## config.mk

```make
export PLATFORM = sky130hd
export DESIGN_NAME = logic_clock_domain_crossing_read_arbiter
export DESIGN_NICKNAME = d
export VERILOG_FILES = /design/src/rtl/logic_clock_domain_crossing_read_arbiter.sv
export SDC_FILE = /design/constraint.sdc
export NUM_CORES = 1
export LEC_CHECK = 0
export CORE_MARGIN = 2
export CORE_UTILIZATION = 39
export DETAILED_ROUTE_END_ITERATION = 16
export PLACE_DENSITY = 0.82
export SLEW_MARGIN = 10
export SYNTH_ARGS = -nofsm -noshare
export SYNTH_HDL_FRONTEND = slang
export SYNTH_SLANG_ARGS = --single-unit
```

## constraint.sdc

```tcl
create_clock -name tx_aclk -period 2 [get_ports tx_aclk]
set_clock_uncertainty 0.2 [all_clocks]
set_input_delay 0.2 -clock tx_aclk [delete_from_list [all_inputs] [get_ports tx_aclk]]
set_output_delay 0.2 -clock tx_aclk [all_outputs]
set_load 0.02 [all_outputs]
```

## src/rtl/logic_clock_domain_crossing_read_arbiter.sv

```systemverilog
// Round-robin read arbiter sharing one registered AXI4-Stream egress between CHANNELS CDC FIFO read sides.
// Define LOGIC_CLOCK_DOMAIN_CROSSING_READ_ARBITER_PACKET_LOCK_EN to hold the grant for a whole packet; otherwise arbitration is per beat.
module logic_clock_domain_crossing_read_arbiter #(
  parameter int CHANNELS   = 4,
  parameter int DATA_WIDTH = 8,
  localparam int ID_WIDTH  = $clog2(CHANNELS)
) (
  input  logic                           tx_aclk,
  input  logic                           tx_areset_n,
  input  logic [CHANNELS-1:0]            rx_tvalid,
  input  logic [CHANNELS-1:0]            rx_tlast,
  input  logic [CHANNELS*DATA_WIDTH-1:0] rx_tdata,
  output logic [CHANNELS-1:0]            rx_tready,
  output logic                           tx_tvalid,
  output logic                           tx_tlast,
  output logic [DATA_WIDTH-1:0]          tx_tdata,
  output logic [ID_WIDTH-1:0]            tx_tid,
  input  logic                           tx_tready
);

  if (CHANNELS < 2 || DATA_WIDTH < 1) begin : g_drc
    $error("logic_clock_domain_crossing_read_arbiter: CHANNELS >= 2 and DATA_WIDTH >= 1 required");
  end

  localparam logic [0:0] FSM_IDLE = 1'b0;
  localparam logic [0:0] FSM_BUSY = 1'b1;

  logic [0:0]            state_r;
  logic [0:0]            state_nxt_s;
  logic [ID_WIDTH-1:0]   grant_r;
  logic [ID_WIDTH-1:0]   last_grant_r;
  logic [ID_WIDTH-1:0]   pick_s;
  logic                  sel_valid_s;
  logic                  sel_last_s;
  logic [DATA_WIDTH-1:0] sel_data_s;
  logic                  out_free_s;
  logic                  accept_s;

  // First requester strictly after the previous winner, wrapping, so the previous winner ranks last.
  function automatic logic [ID_WIDTH-1:0] rr_pick(input logic [CHANNELS-1:0] req,
                                                  input logic [ID_WIDTH-1:0] last);
    logic [ID_WIDTH-1:0] pick;
    logic                found;
    int                  idx;
    pick  = last;
    found = 1'b0;
    for (int i = 1; i <= CHANNELS; i++) begin
      idx = (int'(last) + i) % CHANNELS;
      if (!found && req[ID_WIDTH'(idx)]) begin
        pick  = ID_WIDTH'(idx);
        found = 1'b1;
      end
    end
    return pick;
  endfunction

  assign pick_s = rr_pick(rx_tvalid, last_grant_r);

  // Mux the granted channel and decide whether its beat is taken this cycle.
  always_comb begin
    sel_valid_s = rx_tvalid[grant_r];
    sel_last_s  = rx_tlast[grant_r];
    sel_data_s  = rx_tdata[int'(grant_r) * DATA_WIDTH +: DATA_WIDTH];
    out_free_s  = !tx_tvalid || tx_tready;
    accept_s    = (state_r == FSM_BUSY) && sel_valid_s && out_free_s;
  end

  // Only the granted channel sees ready, and only while the output register can take a beat.
  always_comb begin
    rx_tready = {CHANNELS{1'b0}};
    if (state_r == FSM_BUSY) begin
      rx_tready[grant_r] = out_free_s;
    end else begin
      rx_tready = {CHANNELS{1'b0}};
    end
  end

  // Next-state logic; the release point differs between packet-locked and beat-level arbitration.
  always_comb begin
    state_nxt_s = state_r;
    case (state_r)
      FSM_IDLE: begin
        if (|rx_tvalid) begin
          state_nxt_s = FSM_BUSY;
        end else begin
          state_nxt_s = FSM_IDLE;
        end
      end
      FSM_BUSY: begin
`ifdef LOGIC_CLOCK_DOMAIN_CROSSING_READ_ARBITER_PACKET_LOCK_EN
        if (accept_s && sel_last_s) begin
`else
        if (accept_s) begin
`endif
          state_nxt_s = FSM_IDLE;
        end else begin
          state_nxt_s = FSM_BUSY;
        end
      end
      default: state_nxt_s = FSM_IDLE;
    endcase
  end

  // FSM state plus grant and round-robin pointer, captured during the idle arbitration cycle.
  always_ff @(posedge tx_aclk or negedge tx_areset_n) begin
    if (!tx_areset_n) begin
      state_r      <= FSM_IDLE;
      grant_r      <= {ID_WIDTH{1'b0}};
      last_grant_r <= ID_WIDTH'(CHANNELS - 1);
    end else begin
      state_r <= state_nxt_s;
      if (state_r == FSM_IDLE && |rx_tvalid) begin
        grant_r      <= pick_s;
        last_grant_r <= pick_s;
      end
    end
  end

  // Output handshake register: load on accept, empty on a downstream handshake with nothing new.
  always_ff @(posedge tx_aclk or negedge tx_areset_n) begin
    if (!tx_areset_n) begin
      tx_tvalid <= 1'b0;
      tx_tlast  <= 1'b0;
      tx_tid    <= {ID_WIDTH{1'b0}};
    end else if (accept_s) begin
      tx_tvalid <= 1'b1;
      tx_tlast  <= sel_last_s;
      tx_tid    <= grant_r;
    end else if (tx_tready) begin
      tx_tvalid <= 1'b0;
    end
  end

  // Payload register carries no reset; it is only meaningful while tx_tvalid is high.
  always_ff @(posedge tx_aclk) begin
    if (accept_s) begin
      tx_tdata <= sel_data_s;
    end
  end

endmodule

```

==> results by group, run 1 <==
Outcome
  • Outcome: finished, final reports clean

Global routing
  • First-pass GRT wire length: 5120 um
  • Vias in the first global route: 1084
  • GRT Residual Overflow: 0
  • Antenna violations before repair: 0
  • Largest net degree at the start of global routing: 15
  • GRT Util Overall: 20.4%

Clock tree
  • Root buffer cell: clkbuf_4
  • Clock buffer depth: 2
  • Clock transition at path regs: 0.10 ns
  • TritonCTS Sinks: 17
  • CTS tree: built
  • Worst skew pair latency: 0.30 ns
  • Post-CTS setup buffers: 0
  • CTS H-tree lvls: 1
  • CTS buffer count: 3

Drt
  • First-pass DRT Iterations: 4
  • 1st-iter DRT viols: 18
  • Post-route ant nets: 0
  • Vias/cell: 5.42
  • Drc violations: 0
  • Vias: 1025
  • Detailed Route WL: 3170 um
  • WL/cell: 16.8 um

Floorplanning
  • Die Wd: 58.0 um
  • CORE AREA: 2760 um^2
  • Die area: 3360 um^2
  • Site row count: 19
  • Initial Utilization: 41.2%
  • Ports: 59
  • Die height: 58.0 um

Flow run
  • MaxCap Viol Count: 0

Logic synthesis
  • Area contributors post-synth: edfxtp_1 21%, mux4_2 16%, dfrtp_1 15%
  • Synth Flop Type: edfxtp_1
  • Synth unique cells: 34
  • Seq/Total Area, Yosys: 41.2%
  • EDFF count, synth: 8
  • Syn nets: 135
  • Mean Syn Cell Area: 12.3 um^2
  • Leading area contributor after synthesis: edfxtp_1
  • Gate Count Post-Synth: 92
  • Top cell type's share of synthesized area: 21.1%
  • Synth warnings: 0
  • Post-Syn Area: 1140 um^2
  • Ys async rst share: 52.9%
  • Seq cells post-synth: 17

Placement
  • Placed Cells: 184
  • Routability Congestion: 0.848
  • Post-DP HPWL: 2580 um
  • Port-buffer cells: 58

Critical path
  • Worst Setup Path Type: register to output pin
  • WP data required: 1.60 ns
  • Crit end category: output pin
  • Worst R2R Setup Slack: 0.18 ns
  • CP max FO: 5
  • Data arrival, critical path: 1.48 ns
  • Critical Path Start Type: register

Timing
  • Worst slew margin: 73.3%
  • Unrepaired setup endpoints after global routing: false
  • Max Slew Vio Count: 0
  • Fin crit period: 1.88 ns
  • Final setup viols: 0
  • Period utilisation layout: 94.1%
  • Worst-Margin Slew: 0.398 ns
  • Final hold viol count: 0
  • Fmax: 531 MHz

Final layout
  • Core Util, Final: 66.2%
  • Share of layout cells above drive strength 1: 22.2%
  • Layout fillers: 225
  • Syn-to-layout area delta: 60.6%
  • NumNets Final: 202
  • N_diodes: 0
  • Post-Layout Cell Count: 189

Pwr
  • Switching share of power: 38.6%
  • Sw Pwr: 0.882 mW
  • Total power: 2.28 mW
  • Reg power frac: 32.3%
  • Int Power: 1.40 mW
  • Max VDD drop: 0.00106 V
  • Pwr dens: 1250 nW/um^2
  • Clock power share: 8.2%
  • Leak: 0.719 nW
  • Combinational share of power: 59.5%

Hold path
  • HP Class: register to register
-- area by class of cell --
type	instances	area, um^2	share of cell area (%)
Clock buffer	3	22.5	1.23
Clock inverter	1	5.00	0.274
Inverter	1	3.75	0.206
Multi-Input combinational cell	65	608	33.3
Sequential cell	17	468	25.7
Tap cell	31	38.8	2.13
Timing Repair Buffer	71	678	37.2
-- critical path, stage by stage, from the launching register on --
cell,delay (ns)
dfrtp_1,0.39
nand2b_1,0.10
and2_1,0.20
nand2_1,0.07
nor2_1,0.09
dlygate4sd2_1,0.33
-- cells in the final DEF (no fill, tap or decap), types with 2 or more instances in the layout --
master	netlist	routed
buf_4	2	12
dfrtp_1	7	7
mux2_4	3	3
clkdlybuf4s50_1	0	54
mux4_1	2	2
nand2b_1	3	3
nor3_1	3	3
dfstp_2	2	2
clkbuf_4	0	3
nand2_1	6	6
edfxtp_1	8	8
dlygate4sd2_1	0	3
o21ai_0	2	2
nor3b_1	4	3
o31ai_1	2	2
a21oi_1	7	7
nor2b_1	4	4
mux4_2	8	8
nor2_1	7	7
-- flip-flops by register name (all words and copies together) (netlist names) --
signal	flops
tx_tvalid	1
tx_tlast	1
last_grant_r	2
grant_r	2
tx_tdata	8
state_r	1
tx_tid	2
-- metal layers --
metal / vias to the layer above / global-route usage [%] / share of wire, %
met4: 0 / 2.99 / 0.25
met1: 496 / 23.2 / 39
met3: 2 / 6.47 / 9.1
li1: 483 / - / -
met2: 44 / 38.1 / 51
met5: - / 0 / 0
-- synth_stat cells, types with 2 or more instances --
| cell type | count |
|---|---|
| o21ai_0 | 2 |
| nand2_1 | 6 |
| a21oi_1 | 7 |
| buf_4 | 2 |
| o31ai_1 | 2 |
| nor2b_1 | 4 |
| nand2b_1 | 3 |
| mux2_4 | 3 |
| buf_2 | 4 |
| mux4_2 | 8 |
| nor3_1 | 3 |
| dfstp_2 | 2 |
| nor2_1 | 7 |
| nor3b_1 | 4 |
| buf_6 | 2 |
| mux4_1 | 2 |
| edfxtp_1 | 8 |
| dfrtp_1 | 7 |
-- repair_timing --
action | CTS | global route
hold buffers | 1 | 0
setup endpoints to repair | 4 | 4
gates resized for setup | 7 | 2
endpoints found under the hold margin | 7 | 0
-- final timing paths --
kind | cells after the start | from | endpoint
min in group asynchronous | 2 | tx_areset_n | tx_tvalid
max in group asynchronous | 2 | tx_areset_n | last_grant_r[1]
setup reg to reg | 2 | grant_r[0] | tx_tdata[5]
hold / removal | 1 | tx_tlast | tx_tlast
setup / recovery | 5 | tx_tvalid | rx_tready[1]
hold reg to reg | 1 | tx_tlast | tx_tlast
-- per-stage QoR --
step           hold WS, ns  TNS (ns)  worst slack [ns]  cell area [um^2]
4_1_cts              0.325         0            0.0336              1820
3_3_place_gp         0.289    -0.509            -0.174              1780
5_1_grt              0.345         0            0.0182              1820
6_report             0.322         0             0.117              1820
2_1_floorplan       -0.296         0             0.203              1140
3_5_place_dp         0.297     -1.06            -0.293              1780
-- power groups by stage --
stage / clock (mW) / combinational [mW] / sequential, mW
floorplan: 0 / 0.743 / 0.819
global placement: 0 / 1.34 / 0.732
detailed placement: 0 / 1.38 / 0.740
CTS: 0.193 / 1.37 / 0.735
global route: 0.207 / 1.45 / 0.764
finish: 0.187 / 1.36 / 0.737
-- cells by family after synthesis --
family | after synthesis | synth area share, %
AND/OR/NAND/NOR | 34 | 17.5
AO/OA/AOI/OAI | 17 | 10.2
flip-flops | 17 | 41.2
multiplexers | 14 | 25.3
buffers and inverters | 10 | 5.73
Note: power is estimated with default switching activity, not from simulation.
==> run 2: changes to the inputs <==
--- a/config.mk
+++ b/config.mk
@@ -9,6 +9,7 @@
 export CORE_UTILIZATION = 39
 export DETAILED_ROUTE_END_ITERATION = 16
 export PLACE_DENSITY = 0.82
+export SKIP_LAST_GASP = 1
 export SLEW_MARGIN = 10
 export SYNTH_ARGS = -nofsm -noshare
 export SYNTH_HDL_FRONTEND = slang
==> results by group, run 2 (synthesized netlist as in run 1, its figures left out) <==
Global routing
  • GRT Util Overall: 20.4% (unchanged)
  • Largest net degree at the start of global routing: 15 (unchanged)
  • Antenna violations before repair: 0 (unchanged)
  • First-pass GRT wire length: 5120 um (unchanged)
  • GRT Residual Overflow: 0 (unchanged)
  • Vias in the first global route: 1084 (unchanged)

Hold path
  • Hold path start: tx_tlast
  • HP Class: register to register
  • Worst hold path cell count: 1 (unchanged)
  • Hold EP: tx_tlast

Clock tree
  • Root buffer cell: clkbuf_4
  • Clock transition at path regs: 0.10 ns (about the same)
  • CTS H-tree lvls: 1 (unchanged)
  • CTS tree: built
  • Worst skew pair latency: 0.30 ns (about the same)
  • TritonCTS Sinks: 17 (unchanged)
  • CTS buffer count: 3 (unchanged)
  • Clock buffer depth: 2 (unchanged)
  • Post-CTS setup buffers: 0 (unchanged)

Floorplanning
  • Initial Utilization: 41.2% (unchanged)
  • Die area: 3360 um^2 (unchanged)
  • CORE AREA: 2760 um^2 (unchanged)
  • Die height: 58.0 um (unchanged)
  • Site row count: 19 (unchanged)
  • Ports: 59 (unchanged)
  • Die Wd: 58.0 um (unchanged)

Timing
  • Final setup viols: 0 (unchanged)
  • Unrepaired setup endpoints after global routing: false
  • Fmax: 533 MHz (+0.33%)
  • Max Slew Vio Count: 0 (unchanged)
  • Worst-Margin Slew: 0.392 ns (-0.00620 ns)
  • Final hold viol count: 0 (unchanged)
  • Worst slew margin: 73.7% (+0.42 points)
  • Fin crit period: 1.88 ns (-0.00628 ns)
  • Period utilisation layout: 93.8% (-0.31 points)

Placement
  • Routability Congestion: 0.848 (unchanged)
  • Post-DP HPWL: 2580 um (unchanged)
  • Port-buffer cells: 58 (unchanged)
  • Placed Area: 1780 um^2 (unchanged)

Critical path
  • Slowest cell on crit path: dfrtp_1
  • Worst Setup Path Type: register to output pin
  • Data arrival, critical path: 1.48 ns (about the same)
  • Family with the most delay on the worst path: simple AND/OR/NAND/NOR gates
  • Reg2reg start: grant_r[0]
  • Worst path buffer plus inverter count: 1 (unchanged)
  • Worst R2R Path Depth: 2 (unchanged)
  • Crit end category: output pin
  • Worst R2R Setup Slack: 0.19 ns (about the same)
  • CP Launch Point: tx_tvalid
  • Reg2reg end: tx_tdata[5]
  • WP data required: 1.60 ns (about the same)
  • Crit-path cells: nand2b_1 -> and2_1 -> nand2_1 -> nor2_1 -> dlygate4sd2_1
  • CP max stage delay: 0.39 ns (about the same)
  • Critical Path Start Type: register
  • CP max FO: 5 (unchanged)

Outcome
  • Outcome: finished, final reports clean

Pwr
  • Leak: 0.718 nW (-0.17%)
  • Pwr dens: 1250 nW/um^2 (about the same)
  • Max VDD drop: 0.00106 V (-0.38%)
  • Total power: 2.27 mW (-0.62%)

Final layout
  • Syn-to-layout area delta: 59.6%
  • Final Cell Area: 1810 um^2 (-0.62%)
  • Max reg flops: 8 (unchanged)
  • Largest Register: tx_tdata
  • Core Util, Final: 65.7% (-0.41 points)
  • Commonest non-fill, non-tap cell in the layout: clkdlybuf4s50_1
  • Commonest cells after routing, fill and taps aside: 54 x clkdlybuf4s50_1, 12 x buf_4, 8 x mux4_2, 8 x edfxtp_1
  • N_diodes: 0 (unchanged)
  • NumNets Final: 202 (unchanged)
  • Share of layout cells above drive strength 1: 21.5% (-0.63 points)

Flow run
  • MaxCap Viol Count: 0 (unchanged)

Drt
  • 1st-iter DRT viols: 24 (+6)
  • WL/cell: 16.7 um (-0.51%)
  • Vias/cell: 5.45 (+0.49%)
  • Vias: 1030 (+0.49%)
  • First-pass DRT Iterations: 4 (unchanged)
  • Post-route ant nets: 0 (unchanged)
  • Drc violations: 0 (unchanged)
  • Detailed Route WL: 3150 um (-0.51%)
[run 2: cell types whose count changed in the layout (fill, tap and decap cells not counted), sizes merged]
| cell | change |
|---|---|
| clkbuf | +1 |
| clkdlybuf4s15 | -1 |
[run 2: area by class of cell]
cell class / count / area [um^2]
Fill cell: 230 / 945
Timing Repair Buffer: 71 / 672
Multi-Input combinational cell: 65 / 603
Sequential cell: 17 / 468
Tap cell: 31 / 38.8
Clock buffer: 3 / 22.5
Clock inverter: 1 / 5.00
Inverter: 1 / 3.75
[run 2: worst max-delay path by stage]
stage | end | slack (ns) | cells after the start
after floorplan | rx_tready[0] | 0.20 | 3
after global placement | rx_tready[0] | -0.17 | 5
after detailed placement | rx_tready[0] | -0.29 | 5
after CTS | rx_tready[0] | -0.02 | 4
after global routing | rx_tready[1] | 0.02 | 5
final | rx_tready[1] | 0.12 | 5
[run 2: power breakdown]
part / internal (mW) / switching (mW)
Sequential: 0.590 / 0.143
Combinational: 0.728 / 0.619
Clock: 0.0745 / 0.113
Total: 1.39 / 0.876
[run 2: metal layers]
metal,share of wire (%),GRT usage (%),vias up
li1,-,-,485
met1,40,23.2,495
met2,50,38.1,48
met3,9.5,6.47,2
met4,0.25,2.99,0
met5,0,0,-
[run 2: what timing repair did]
item / in CTS / in global routing
setup endpoints to repair: 4 / 4
hold buffers: 1 / 0
resized for setup: 4 / 4
hold endpoints to repair: 7 / 0
[run 2: through the flow]
step	instances	setup slack, ns	setup TNS, ns	hold WS [ns]
6_report	189	0.124	0	0.322
5_1_grt	189	0.0189	0	0.345
4_1_cts	189	-0.0248	-0.0248	0.325
3_5_place_dp	184	-0.293	-1.06	0.297
3_3_place_gp	184	-0.174	-0.509	0.289
2_1_floorplan	92	0.203	0	-0.296
